### config.mk
export PLATFORM = sky130hd
export DESIGN_NAME = div32_seq
export DESIGN_NICKNAME = d
export VERILOG_FILES = /design/src/rtl/div32_seq_pkg.sv /design/src/rtl/div32_seq_step.sv /design/src/rtl/div32_seq.sv
export SDC_FILE = /design/constraint.sdc
export NUM_CORES = 1
export LEC_CHECK = 0
export ABC_AREA = 1
export CAP_MARGIN = 20
export CORE_MARGIN = 5
export CORE_UTILIZATION = 46
export CTS_BUF_LIST = sky130_fd_sc_hd__clkbuf_4
export DETAILED_ROUTE_END_ITERATION = 7
export HOLD_SLACK_MARGIN = 0.03
export PLACE_DENSITY = 0.68
export SLEW_MARGIN = 20
export SYNTH_ARGS = -nofsm -noshare
export SYNTH_HDL_FRONTEND = slang
export SYNTH_HIERARCHICAL = 1
export SYNTH_SLANG_ARGS = --single-unit
### constraint.sdc
create_clock -name clk -period 2.6 [get_ports clk]
set_input_delay 0.52 -clock clk [delete_from_list [all_inputs] [get_ports clk]]
set_output_delay 0.52 -clock clk [all_outputs]
set_load 0.03 [all_outputs]
### src/rtl/div32_seq_pkg.sv
// Shared definitions for the sequential divider.
//   DataWidth   : default operand/result width
//   div_state_e : controller states (idle, iterate, sign fix-up)
package div32_seq_pkg;

  localparam int unsigned DataWidth = 32;

  typedef enum logic [1:0] {
    StIdle = 2'd0,
    StRun  = 2'd1,
    StFix  = 2'd2
  } div_state_e;

endpackage

### src/rtl/div32_seq_step.sv
// One combinational restoring-division step.
// Ports:
//   rem      : partial remainder before the step (Width+1 bits)
//   quo      : quotient/dividend shift register before the step
//   divisor  : divisor magnitude
//   rem_next : partial remainder after the step
//   quo_next : shift register after the step, new quotient bit in bit 0
module div32_seq_step
  import div32_seq_pkg::*;
#(
  parameter int unsigned Width = DataWidth
) (
  input  logic [Width:0]   rem,
  input  logic [Width-1:0] quo,
  input  logic [Width-1:0] divisor,
  output logic [Width:0]   rem_next,
  output logic [Width-1:0] quo_next
);

  logic [Width:0]   shifted;
  logic [Width+1:0] sum;
  logic             borrow;
  logic             unused_rem_msb;

  always_comb begin
    // Shift the next dividend bit in from the top of the quotient register.
    shifted  = {rem[Width-1:0], quo[Width-1]};
    // Subtract as add-with-complement; carry out set means shifted >= divisor.
    sum      = {1'b0, shifted} + {1'b0, ~{1'b0, divisor}} + (Width + 2)'(1);
    borrow   = ~sum[Width+1];
    rem_next = borrow ? shifted : sum[Width:0];
    quo_next = {quo[Width-2:0], ~borrow};
  end

  // After any step the remainder is below 2^Width, so its top bit is always zero.
  assign unused_rem_msb = rem[Width];

endmodule

### src/rtl/div32_seq.sv
// Sequential restoring integer divider, one quotient bit per clock.
// lo = quotient, hi = remainder. Fixed latency of Width+2 cycles.
// Ports:
//   clk         : clock, rising edge
//   rst_n       : asynchronous active-low reset
//   start       : request, accepted only when idle and not in the done cycle
//   signed_mode : 1 = two's-complement divide, 0 = unsigned (sampled with start)
//   a, b        : dividend, divisor (sampled with start)
//   busy        : high from the accepting edge until done
//   done        : one-cycle completion pulse
//   hi, lo      : remainder, quotient; held until the next done
//   div_by_zero : divisor was zero for the completed operation
module div32_seq
  import div32_seq_pkg::*;
#(
  parameter int unsigned Width = DataWidth
) (
  input  logic             clk,
  input  logic             rst_n,
  input  logic             start,
  input  logic             signed_mode,
  input  logic [Width-1:0] a,
  input  logic [Width-1:0] b,
  output logic             busy,
  output logic             done,
  output logic [Width-1:0] hi,
  output logic [Width-1:0] lo,
  output logic             div_by_zero
);

  localparam int unsigned CntWidth = $clog2(Width) + 1;

  div_state_e          state_q, state_d;
  logic [CntWidth-1:0] count_q, count_d;
  logic [Width:0]      rem_q, rem_d;
  logic [Width-1:0]    quo_q, quo_d;
  logic [Width-1:0]    dvs_q, dvs_d;
  logic                q_neg_q, q_neg_d;
  logic                r_neg_q, r_neg_d;
  logic                zero_q, zero_d;
  logic                busy_q, busy_d;
  logic                done_q, done_d;
  logic                dbz_q, dbz_d;
  logic [Width-1:0]    hi_q, hi_d;
  logic [Width-1:0]    lo_q, lo_d;

  logic [Width:0]      step_rem;
  logic [Width-1:0]    step_quo;
  logic                a_neg, b_neg;

  function automatic logic [Width-1:0] negate(input logic [Width-1:0] x);
    return ~x + Width'(1);
  endfunction

  div32_seq_step #(
    .Width(Width)
  ) u_step (
    .rem      (rem_q),
    .quo      (quo_q),
    .divisor  (dvs_q),
    .rem_next (step_rem),
    .quo_next (step_quo)
  );

  assign a_neg = signed_mode & a[Width-1];
  assign b_neg = signed_mode & b[Width-1];

  always_comb begin
    state_d = state_q;
    count_d = count_q;
    rem_d   = rem_q;
    quo_d   = quo_q;
    dvs_d   = dvs_q;
    q_neg_d = q_neg_q;
    r_neg_d = r_neg_q;
    zero_d  = zero_q;
    busy_d  = busy_q;
    done_d  = 1'b0;
    dbz_d   = dbz_q;
    hi_d    = hi_q;
    lo_d    = lo_q;

    unique case (state_q)
      StIdle: begin
        // The done cycle is spent in idle; a request there is deliberately dropped.
        if (start && !done_q) begin
          state_d = StRun;
          count_d = '0;
          rem_d   = '0;
          quo_d   = a_neg ? negate(a) : a;
          dvs_d   = b_neg ? negate(b) : b;
          q_neg_d = a_neg ^ b_neg;
          r_neg_d = a_neg;
          zero_d  = (b == '0);
          busy_d  = 1'b1;
        end
      end

      StRun: begin
        rem_d   = step_rem;
        quo_d   = step_quo;
        count_d = count_q + CntWidth'(1);
        if (count_q == CntWidth'(Width - 1)) begin
          state_d = StFix;
        end
      end

      StFix: begin
        state_d = StIdle;
        busy_d  = 1'b0;
        done_d  = 1'b1;
        dbz_d   = zero_q;
        // A zero divisor accepts every trial, leaving an all-ones quotient and
        // |a| in the remainder; the remainder sign fix then restores a exactly.
        lo_d    = zero_q ? '1 : (q_neg_q ? negate(quo_q) : quo_q);
        hi_d    = r_neg_q ? negate(rem_q[Width-1:0]) : rem_q[Width-1:0];
      end

      default: begin
        state_d = StIdle;
      end
    endcase
  end

  always_ff @(posedge clk or negedge rst_n) begin
    if (!rst_n) begin
      state_q <= StIdle;
      count_q <= '0;
      rem_q   <= '0;
      quo_q   <= '0;
      dvs_q   <= '0;
      q_neg_q <= 1'b0;
      r_neg_q <= 1'b0;
      zero_q  <= 1'b0;
      busy_q  <= 1'b0;
      done_q  <= 1'b0;
      dbz_q   <= 1'b0;
      hi_q    <= '0;
      lo_q    <= '0;
    end else begin
      state_q <= state_d;
      count_q <= count_d;
      rem_q   <= rem_d;
      quo_q   <= quo_d;
      dvs_q   <= dvs_d;
      q_neg_q <= q_neg_d;
      r_neg_q <= r_neg_d;
      zero_q  <= zero_d;
      busy_q  <= busy_d;
      done_q  <= done_d;
      dbz_q   <= dbz_d;
      hi_q    <= hi_d;
      lo_q    <= lo_d;
    end
  end

  assign busy        = busy_q;
  assign done        = done_q;
  assign hi          = hi_q;
  assign lo          = lo_q;
  assign div_by_zero = dbz_q;

endmodule
==> impl_metrics.toml <==
[global_route]
grt_pass1_wl_mm = 73.2
first_global_vias = 13600
grt.overflow.total = 0
antenna_found_initial = 1
grt_usage = 0.274
grt_max_degree = 66

[sta]
rsz0062_at_grt = "false"
worst_slew_pin_slew_ns = 0.746
drv_slew = 0
relSlewSlack = 0.503
fmax_ghz = 0.406
fin_tns_setup_ns = 0
setup_viol = 0
post-route-min-period_ns = 2.46
clock-skew-final_ns = 0.0327
hold_violations = 0
fin_crit_sh = 0.947

[drt]
post-route-drc-count = 0
ant_nets = 0
first_pass_iters = 6
wl_mm = 45.9
drtIter0Drc = 1326
wl_per_cell_um = 17.5
vias_per_cell = 5.30
vias = 13900

[power_and_ir_drop]
p_leak_uw = 0.00820
vdd_ir_drop_max_v = 0.000566
p_per_area_nw_per_um2 = 1370

[run]
max-cap-violations = 0

[floorplan]
start_util = 0.465
die_x_um = 183
die_h_um = 183
die_area_um2 = 33500
pin_count = 135
core_um2 = 29600
rows = 63

[placed_design]
io_buffers = 134
gp_congestion = 1.01
dpl.hpwl_mm = 36.7
dpl.cell_count = 2594

[clocking]
cts_tree = "done"
cts_sinks = 174
cts_root_buf = "clkbuf_4"
insertion_delay_ns = 0.62
cts_buffer_depth = 2
cts_buffers = 17
clkTransAtPathRegs_ns = 0.17
htree_levels = 4

[finish]
drive_gt1_frac = 0.0831
utilization = 0.533
area_delta_synth_final_pct = 14.5
fin_nets = 2330
final_cells = 2628

[synth]
synthCells = 2118
yosysWarnings = 6
synth.avg_cell_area_um2 = 6.51
syn_area_um2 = 13800
syn-num-nets = 2224

[worst_setup_path]
cpMostUsedCell = "nand2_1"
worstPathRequired_ns = 3.07
crit_type = "reg2reg"
cpPeakStageDelay_ns = 0.43
cp-start-kind = "flop"
worstPathMaxFanout = 34
critPathTopFamily = "simple AND/OR/NAND/NOR gates"
crit_arrival_ns = 2.94
end_kind = "flop"
cp.buffers_inverters = 1
crit_slowest_cell = "dfrtp_1"
path_cells = "inv_1 > ha_1 > nand2_1 > nor3_2 > nand2_1 > nand3_1 > nor2_4 > nand2_8 > nand2_1 > nand2_1 > nand2_1 > o21ai_0"

[min_path]
hold_path_class = "in2async"

[outcome]
status = "complete, no violations"
timing repair:
item,in CTS,in global routing
hold endpoints to repair,52,0
hold buffers,1,0
resized for setup,0,5
setup buffers,0,0
setup endpoints to repair,0,5
flip-flops by register name, indices dropped and copies added, names as in the netlist:
name / flops
hi: 32
q_neg_q: 1
done: 1
zero_q: 1
state_q: 2
dvs_q: 32
quo_q: 32
lo: 32
r_neg_q: 1
busy: 1
count_q: 6
div_by_zero: 1
rem_q: 32
metrics by stage:
step | worst slack [ns] | area [um2] | hold WS, ns | power, uW
floorplan | 0.565 | 13800 | 0.224 | 15400
global placement | 0.00185 | 15500 | 0.460 | 19500
detailed placement | 0.0239 | 15500 | 0.465 | 19600
CTS | 0.111 | 15800 | 0.453 | 21400
global route | 0.0153 | 15800 | 0.494 | 23600
finish | 0.137 | 15800 | 0.460 | 21600
power by group:
| part | switching (uW) | internal (uW) |
|---|---|---|
| logic | 9690 | 5220 |
| clock network | 1070 | 627 |
| registers | 1080 | 3870 |
| total | 11800 | 9710 |
per-layer routing:
layer  global-route usage  up-vias  routed length, um
li1                     -     6867                  -
met1                0.369     6538              20300
met2                0.458      457              21500
met3               0.0403       78               2680
met5                    0        -                  0
met4               0.0870        0               1440
placed cells by master, fill, tap and decap left out, drive strengths merged:
| cell | n |
|---|---|
| a21oi | 37 |
| a22o | 1 |
| a31oi | 8 |
| a32o | 1 |
| and2 | 10 |
| and3 | 1 |
| buf | 45 |
| bufinv | 2 |
| clkbuf | 20 |
| clkdlybuf4s50 | 133 |
| clkinv | 5 |
| clkinvlp | 1 |
| dfrtp | 174 |
| diode | 1 |
| dlygate4sd3 | 1 |
| fa | 1 |
| ha | 37 |
| inv | 301 |
| nand2 | 711 |
| nand3 | 229 |
| nand3b | 9 |
| nand4 | 30 |
| nor2 | 223 |
| nor3 | 12 |
| o211ai | 10 |
| o21ai | 131 |
| o21bai | 7 |
| o221ai | 7 |
| o22a | 3 |
| o22ai | 9 |
| o31ai | 2 |
| or2 | 12 |
| xnor2 | 12 |
| xor2 | 52 |
layout make-up:
type                            instances  area, um2
Tap cell                              390        488
Inverter                              297       1120
Sequential cell                       174       4350
Clock buffer                           20        150
Multi-Input combinational cell       1555       7760
Antenna cell                            1       2.50
Clock inverter                         12        150
Timing Repair Buffer                  179       1760
Fill cell                            3126      13900
worst paths after layout:
| path | from | endpoint | slack [ns] | cells past startpoint |
|---|---|---|---|---|
| min in group clk | busy | busy | 0.50 | 2 |
| hold / removal | rst_n | dvs_q[9] | 0.46 | 2 |
| max in group asynchronous | rst_n | quo_q[3] | 1.42 | 3 |
| hold reg to reg | busy | busy | 0.50 | 2 |
| setup / recovery | dvs_q[29] | rem_q[11] | 0.14 | 12 |
| setup reg to reg | dvs_q[29] | rem_q[11] | 0.14 | 12 |
Power figures use the tool's default switching activity.
